==> src/rtl/multibyte_add_sequencer.sv <==
// multibyte_add_sequencer: byte-serial wide add/subtract over one shared 8-bit adder
module multibyte_add_sequencer #(
    parameter int NUM_BYTES = 4
) (
    input  logic                   clk,
    input  logic                   rst_n,
    input  logic                   in_valid,
    output logic                   in_ready,
    input  logic [8*NUM_BYTES-1:0] op_a,
    input  logic [8*NUM_BYTES-1:0] op_b,
    input  logic                   op_cin,
    input  logic                   op_sub,
    output logic [7:0]             add_a,
    output logic [7:0]             add_b,
    output logic                   add_cin,
    input  logic [7:0]             add_sum,
    input  logic                   add_cout,
    output logic                   out_valid,
    input  logic                   out_ready,
    output logic [8*NUM_BYTES-1:0] result,
    output logic                   cout,
    output logic                   ovf
);
    localparam int W  = 8 * NUM_BYTES;
    localparam int CW = $clog2(NUM_BYTES);
    localparam logic [1:0] IDLE = 2'd0;
    localparam logic [1:0] RUN  = 2'd1;
    localparam logic [1:0] DONE = 2'd2;

    logic [1:0]    state, state_n;
    logic [CW-1:0] cnt;
    logic [W-1:0]  a_r, b_r, res_r;
    logic          carry, a_msb, b_msb, rdy, last;

    // Operands shift right one byte per RUN cycle, so the adder always sees the low byte;
    // sum bytes shift in from the top and land in place after NUM_BYTES steps.
    assign last      = cnt == CW'(NUM_BYTES - 1);
    assign in_ready  = rdy;
    assign out_valid = state == DONE;
    assign add_a     = state == RUN ? a_r[7:0] : 8'h00;
    assign add_b     = state == RUN ? b_r[7:0] : 8'h00;
    assign add_cin   = state == RUN && carry;
    assign result    = out_valid ? res_r : '0;
    assign cout      = out_valid && carry;
    assign ovf       = out_valid && (a_msb == b_msb) && (res_r[W-1] != a_msb);

    // Next-state decode; only the registered ready gates acceptance
    always_comb begin
        state_n = state == IDLE ? ((rdy && in_valid) ? RUN : IDLE) :
                  state == RUN  ? (last ? DONE : RUN) :
                  state == DONE ? (out_ready ? IDLE : DONE) : IDLE;
    end

    // Operand capture, byte stepping and result assembly
    always_ff @(posedge clk) begin
        if (!rst_n) begin
            state <= IDLE;
            cnt   <= '0;
            a_r   <= '0;
            b_r   <= '0;
            res_r <= '0;
            carry <= 1'b0;
            a_msb <= 1'b0;
            b_msb <= 1'b0;
            rdy   <= 1'b0;
        end else begin
            state <= state_n;
            rdy   <= state_n == IDLE;
            if (state == IDLE && rdy && in_valid) begin
                a_r   <= op_a;
                b_r   <= op_sub ? ~op_b : op_b;
                carry <= op_sub | op_cin;
                a_msb <= op_a[W-1];
                b_msb <= op_sub ? ~op_b[W-1] : op_b[W-1];
                cnt   <= '0;
            end else if (state == RUN) begin
                res_r <= {add_sum, res_r[W-1:8]};
                carry <= add_cout;
                a_r   <= a_r >> 8;
                b_r   <= b_r >> 8;
                cnt   <= cnt + 1'b1;
            end
        end
    end
endmodule

==> config.mk <==
export PLATFORM = sky130hd
export DESIGN_NAME = multibyte_add_sequencer
export DESIGN_NICKNAME = d
export VERILOG_FILES = /design/src/rtl/multibyte_add_sequencer.sv
export SDC_FILE = /design/constraint.sdc
export NUM_CORES = 1
export LEC_CHECK = 0
export ABC_AREA = 1
export CORE_ASPECT_RATIO = 0.6
export CORE_MARGIN = 1
export CORE_UTILIZATION = 50
export CTS_BUF_LIST = sky130_fd_sc_hd__clkbuf_8
export CTS_CLUSTER_SIZE = 40
export DETAILED_ROUTE_END_ITERATION = 7
export GPL_TIMING_DRIVEN = 0
export PLACE_DENSITY_LB_ADDON = 0.05
export SLEW_MARGIN = 20
export SYNTH_ARGS = -nofsm -noshare
export SYNTH_HDL_FRONTEND = slang
export SYNTH_SLANG_ARGS = --single-unit
export TNS_END_PERCENT = 50
==> constraint.sdc <==
create_clock -name clk -period 1.4 [get_ports clk]
set_input_delay 0.28 -clock clk [delete_from_list [all_inputs] [get_ports clk]]
set_output_delay 0.28 -clock clk [all_outputs]
set_load 0.005 [all_outputs]
==> results of run 1 <==
-- stage by stage --
stage / hold slack, ns / utilization (%) / setup TNS [ns] / setup slack, ns / cells
final: 0.371 / 81.8 / -25.38 / -0.417 / 1132
after global routing: 0.377 / 81.8 / -31.02 / -0.485 / 1132
after CTS: 0.399 / 71.1 / -27.24 / -0.370 / 1106
after detailed placement: 0.461 / 67.2 / -69.76 / -0.740 / 1078
after global placement: 0.453 / 67.2 / -65.41 / -0.720 / 1078
after floorplan: 0.418 / - / 0 / 0.112 / 813
-- layer usage --
metal | up-vias | GRT usage (%) | share of wire, %
met5 | - | 0 | 0
met4 | 0 | 7.08 | 2.0
met3 | 39 | 6.17 | 9.5
met2 | 386 | 48.9 | 45
met1 | 2979 | 40.8 | 43
li1 | 2921 | - | -
-- power breakdown --
part / switching [µW] / leakage [µW] / internal [µW]
Sequential: 152 / 0.000852 / 3190
Clock: 1110 / 0.000100 / 843
Combinational: 1050 / 0.00260 / 839
-- worst min-delay path: cells and delay by family --
kind | cells | cell delay (ns)
buffers and inverters | 1 | 0.24
AOI/OAI and AO/OA | 2 | 0.18
-- sequential cells by signal, indices dropped and copies added, names as in the netlist --
register  flops
a_msb         1
a_r          32
b_msb         1
b_r          32
carry         1
cnt           2
in_ready      1
res_r        32
state         2
-- placed cells by master, fill, tap and decap left out, types with 5 or more instances in the layout --
cell type / count
clkbuf_2: 5
clkbuf_8: 9
nand3_2: 40
nor2_2: 12
inv_2: 5
o21ai_0: 23
nand2_1: 227
nor2_1: 32
nor2_4: 38
clkdlybuf4s50_1: 76
a21oi_1: 67
o21ai_1: 9
buf_4: 20
buf_6: 18
clkbuf_1: 6
dfxtp_1: 101
clkbuf_4: 5
clkbuf_16: 12
nand3b_1: 16
xor2_1: 7
inv_1: 76
buf_8: 10
buf_2: 63
a21oi_2: 23
nand3_1: 51
nand2_2: 6
buf_12: 9
-- what timing repair did --
action / in CTS / in global routing
gates resized for setup: 302 / 203
endpoints found under the setup margin: 118 / 156
pin swaps: 4 / 24
cloned: 2 / 13
buffers inserted: 10 / 18
-- path summary, 6_finish.rpt --
check                       startpoint                      to  slack, ns  cells past startpoint
setup / recovery   state[0]$_SDFF_PN0_                add_a[1]      -0.42                      7
hold / removal                   rst_n  res_r[31]$_SDFFE_PN0P_       0.37                      3
setup reg to reg   state[1]$_SDFF_PN0_     state[0]$_SDFF_PN0_      -0.18                      9
hold reg to reg   b_r[31]$_SDFFE_PN0P_    b_r[31]$_SDFFE_PN0P_       0.48                      2
-- cells by family (layout without fill, tap and decap cells) --
group | Yosys count | after routing | synth area share, %
AO/OA/AOI/OAI | 127 | 127 | 12.2
XOR/XNOR | 8 | 8 | 1.32
adder cells (fa/ha/maj) | 1 | 1 | 0.236
buffers and inverters | 144 | 328 | 12.2
flip-flops | 104 | 104 | 39.3
AND/OR/NAND/NOR | 429 | 429 | 34.7
-- final cells by class --
class / instances / area, µm² / area share, %
Buffer: 57 / 542 / 6.58
Clock buffer: 9 / 124 / 1.51
Clock inverter: 7 / 77.6 / 0.943
Inverter: 84 / 343 / 4.17
Multi-Input combinational cell: 565 / 3230 / 39.3
Sequential cell: 104 / 2090 / 25.4
Tap cell: 135 / 169 / 2.05
Timing Repair Buffer: 171 / 1660 / 20.1
==> flow_metrics.py, run 1 <==
metrics = {
    "worst_setup_path": {
        "cpPeakStageDelay_ns": 0.36,
        "worstPathMaxFanout": 8,
        "path_class": "flip-flop to output port",
        "path_buf_inv": 5,
        "cp-start-kind": "flip-flop",
        "cp_data_arrival_time_ns": 1.54,
        "cp_top_family": "buffers and inverters",
        "path_cells": "buf_6 > clkinv_8 > nor2_8 > inv_8 > clkbuf_16 > nor2_2 > buf_2",
        "end_kind": "output port",
        "cpMaxStageDelayCell": "dfxtp_2",
        "cp.required_ns": 1.12,
    },
    "timing": {
        "layout_setup_ws_ns": -0.417,
        "hold_viol_final": 0,
        "setup_viol": 150,
        "fmax_ghz": 0.550,
        "finClkSkew_ns": 0.0101,
        "period_needed_ns": 1.82,
        "tightest_slew_ns": 0.609,
        "drv_slew": 0,
        "relSlewSlack_pct": 59.4,
        "rsz0062_at_grt": "yes",
        "timing.final.crit_share_pct": 130,
    },
    "placed_design": {
        "port-buffer-count": 130,
        "gp_congestion": 0.890,
        "place_area_um2": 6760,
        "dp_hpwl_um": 11400,
    },
    "routing": {
        "drt_iter0_markers": 637,
        "avgRoutedWirePerCell_um": 17.3,
        "via_count": 6325,
        "first_pass_iters": 6,
        "drt.antenna.violating_nets": 0,
        "route.detailed.drc": 0,
        "routed_wl_um": 19500,
        "vias_per_cell": 5.59,
    },
    "logic_synthesis": {
        "syn_inst": 813,
        "synth-edff-count": 0,
        "yosysWarnings": 0,
        "synth_flop_cell": "dfxtp_1",
        "synth.largest_area_cell": "dfxtp_1",
        "async_reset_ff_share_pct": 0,
        "netlist_area_um2": 5290,
        "synth-seq-cells": 104,
        "synth_common_cells": "nand2_1 (234), dfxtp_1 (104), nand3_1 (91)",
        "synth_top_area_share_pct": 39.3,
        "ys_types": 27,
        "yosysMostFrequentCell": "nand2_1",
        "syn_avg_cell_area_um2": 6.51,
        "synthTopCellsByArea": "dfxtp_1 (39%), nand2_1 (17%), nand3_1 (8.6%)",
        "yosysSeqAreaShare_pct": 39.3,
        "syn_nets": 893,
    },
    "global_routing": {
        "track_usage_pct": 29.9,
        "antenna_found_initial": 0,
        "grt_max_degree": 19,
        "first_global_vias": 5370,
        "grt_pass1_wl_um": 25800,
        "grt_overflow": 0,
    },
    "clock_network": {
        "clkSinkCount": 104,
        "cts_root_buf": "clkbuf_8",
        "clk_latency_ns": 0.38,
        "ctsHoldBuffers": 0,
        "cts-htree-levels": 3,
        "clk_pin_slew_ns": 0.10,
        "cts_inserted_buffers": 9,
        "cts_buffer_depth": 2,
        "tritoncts": "yes",
    },
    "floorplanning": {
        "rows": 28,
        "initial_core_util_pct": 52.6,
        "die_y_um": 81.7,
        "io-pin-count": 132,
        "fp.dieW_um": 135,
        "core-area_um2": 10100,
        "die-area_um2": 11000,
    },
    "power_and_ir_drop": {
        "leakage_uw": 0.00356,
        "peakVddDrop_mv": 0.518,
        "finalPower_uw": 7190,
        "power_density_nw_per_um2": 873,
    },
    "layout": {
        "stdcell_area_um2": 8230,
        "synthToLayoutAreaGrowth_pct": 55.5,
        "fillers": 630,
        "diodes": 0,
        "layout-drive-gt1-share_pct": 30.1,
        "nNetsFinal": 1072,
    },
    "job": {
        "drv_cap": 0,
    },
    "min_path": {
        "hp-class": "input pin to flip-flop",
    },
    "status": {
        "violations": "negative setup slack",
        "status": "finished with violations",
    },
}
Power figures use the tool's default switching activity.
==> run 2, diff against run 1 <==
--- a/config.mk
+++ b/config.mk
@@ -13,6 +13,7 @@
 export CTS_CLUSTER_SIZE = 40
 export DETAILED_ROUTE_END_ITERATION = 7
 export GPL_TIMING_DRIVEN = 0
+export HOLD_SLACK_MARGIN = 0.08
 export PLACE_DENSITY_LB_ADDON = 0.05
 export SLEW_MARGIN = 20
 export SYNTH_ARGS = -nofsm -noshare
==> results of run 2 <==
Final layout, timing and power as in run 1 (identical DEF).
==> run 3, diff against run 2 <==
--- a/config.mk
+++ b/config.mk
@@ -6,10 +6,9 @@
 export NUM_CORES = 1
 export LEC_CHECK = 0
 export ABC_AREA = 1
-export CORE_ASPECT_RATIO = 0.6
 export CORE_MARGIN = 1
 export CORE_UTILIZATION = 50
-export CTS_BUF_LIST = sky130_fd_sc_hd__clkbuf_8
+export CTS_BUF_LIST = sky130_fd_sc_hd__clkbuf_2
 export CTS_CLUSTER_SIZE = 40
 export DETAILED_ROUTE_END_ITERATION = 7
 export GPL_TIMING_DRIVEN = 0
==> run 3 against run 2 <==
Against the previous run: the flow still finishes with violations (negative setup slack); die area fell by 0.13%; sequential power about the same; clock skew grew 0.026 ns; power is 12% lower; first-iteration DRC count is 54% lower; routed wire length down 23%; non-clock buffer count down 22; critical path type unchanged; clock power shrank 22%; fmax fell by 6.1%; sequential share of layout area is 3.4 points higher; cell count decreased by 1.8%; register-to-register slack improved by 0.08 ns.
==> flow_metrics.py, run 3 (synthesized netlist as in run 1, its figures left out) <==
metrics = {
    "layout": {
        "reg_top3": "a_r (32), b_r (32), res_r (32)",
        "fillers": 936,
        "ff_latch_area_um2": 2090,
        "stdcell_area_um2": 7270,
        "layout_commonest_cell": "nand2_1",
        "synthToLayoutAreaGrowth_pct": 37.5,
        "multi_input_area_um2": 2850,
        "mostFrequentLayoutCells": "nand2_1 (233), dfxtp_1 (101), nand3_1 (90)",
        "final_cells": 1112,
        "layout-drive-gt1-share_pct": 20.0,
        "nNetsFinal": 1051,
        "diodes": 0,
    },
    "timing": {
        "drv_slew": 0,
        "period_needed_ns": 1.94,
        "timing.final.crit_share_pct": 138,
        "hold_slack_ns": 0.142,
        "fin_tns_setup_ns": -25.78,
        "rsz0062_at_grt": "yes",
        "relSlewSlack_pct": 62.6,
        "finClkSkew_ns": 0.0363,
        "hold_viol_final": 0,
        "fmax_ghz": 0.517,
        "setup_viol": 100,
        "layout_setup_ws_ns": -0.535,
        "tightest_slew_ns": 0.561,
    },
    "routing": {
        "via_count": 5663,
        "drt.antenna.violating_nets": 0,
        "routed_wl_um": 15100,
        "vias_per_cell": 5.09,
        "first_pass_iters": 5,
        "drt_iter0_markers": 292,
        "avgRoutedWirePerCell_um": 13.6,
        "route.detailed.drc": 0,
    },
    "status": {
        "status": "finished with violations",
        "violations": "negative setup slack",
    },
    "worst_setup_path": {
        "path_cells": "inv_12 > nand2_8 > buf_6 > clkbuf_16 > nor2_2 > buf_2",
        "ff2ff_path_depth": 7,
        "cpPeakStageDelay_ns": 0.45,
        "cp-start-kind": "flip-flop",
        "end_kind": "output port",
        "worstPathMaxFanout": 5,
        "cp_data_arrival_time_ns": 1.66,
        "cpMaxStageDelayCell": "dfxtp_4",
        "path_class": "flip-flop to output port",
        "cp.required_ns": 1.12,
    },
    "clock_network": {
        "clk_pin_slew_ns": 0.31,
        "cts-htree-levels": 3,
        "cts_inserted_buffers": 9,
        "clkSinkCount": 104,
        "ctsHoldBuffers": 0,
        "cts_root_buf": "clkbuf_2",
        "cts_buffer_depth": 2,
        "clk_latency_ns": 0.62,
        "tritoncts": "yes",
    },
    "min_path": {
        "hp-class": "input pin to flip-flop",
        "whs_path_depth": 6,
    },
    "placed_design": {
        "port-buffer-count": 130,
        "dp_hpwl_um": 10700,
        "placed_cells": 1079,
        "gp_congestion": 0.856,
        "preCtsSetupSlack_ns": -0.681,
        "place_area_um2": 6760,
    },
    "global_routing": {
        "track_usage_pct": 27.2,
        "grt_pass1_wl_um": 24300,
        "grt_overflow": 0,
        "antenna_found_initial": 0,
        "grt_max_degree": 23,
        "first_global_vias": 5122,
    },
    "floorplanning": {
        "die_y_um": 105,
        "io-pin-count": 132,
        "die-area_um2": 11000,
        "initial_core_util_pct": 51.5,
        "rows": 37,
        "fp.dieW_um": 105,
        "core-area_um2": 10300,
    },
    "power_and_ir_drop": {
        "leakage_uw": 0.00322,
        "peakVddDrop_mv": 0.613,
        "power_density_nw_per_um2": 873,
    },
    "job": {
        "drv_cap": 0,
    },
}
==> run 3: cell count changes in the layout (fill, tap and decap cells not counted), moves of 8 or more <==
cell and change:
nand3_1 +39, nor2_4 -10, a21oi_2 -21, nor2_1 +10, nand3_2 -39, clkbuf_8 -9, buf_8 -9, clkbuf_2 +8
a21oi_1 +21, clkbuf_16 -8
==> run 3: final cells by class <==
cell class	instances	share of cell area [%]
well taps	136	2.34
plain buffers	58	5.92
inverters	84	4.68
clock buffers	9	0.619
clock inverters	7	1.26
flip-flops and latches	104	28.7
repair buffers	148	17.3
multi-input cells	566	39.1
==> run 3: power breakdown <==
part           internal [µW]  total, µW  switching [µW]  leakage [µW]
logic                    666       1510             842       0.00229
clock network            334       1520            1190     0.0000807
registers               3200       3320             121      0.000852
total                   4200       6350            2150       0.00322
==> run 3: path summary, 6_finish.rpt <==
path                                from                endpoint  slack, ns
hold / removal                    op_sub    b_r[23]$_SDFFE_PN0P_       0.14
setup reg to reg     state[1]$_SDFF_PN0_    b_r[16]$_SDFFE_PN0P_      -0.10
hold reg to reg   res_r[30]$_SDFFE_PN0P_  res_r[22]$_SDFFE_PN0P_       0.48
setup / recovery     state[0]$_SDFF_PN0_              result[29]      -0.54
==> run 3: repair_timing <==
| action | CTS | global route |
|---|---|---|
| gates resized for setup | 291 | 58 |
| setup buffers | 13 | 1 |
| setup endpoints to repair | 109 | 136 |
| gates cloned | 3 | 2 |
| pin swaps | 5 | 2 |
==> run 3: metal layers <==
metal	wire length [µm]	global-route usage (%)	vias to the layer above
met5	0	0	-
met4	310	8.95	0
met3	788	4.12	25
met2	7630	47.7	181
met1	6390	34.0	2589
li1	-	-	2868
==> run 3: critical path, delay by kind of cell, from the launching register on <==
family / cells / cell delay, ns
DFF: 1 / 0.45
buffers and inverters: 4 / 0.48
and+or+nand+nor: 2 / 0.15
==> run 3: per-stage QoR <==
step | util (%) | total power, µW
6_report | 70.8 | 6350
5_1_grt | 70.8 | 6660
4_1_cts | 69.5 | 6300
3_5_place_dp | 65.8 | 4670
3_3_place_gp | 65.8 | 4630
2_1_floorplan | - | 4170
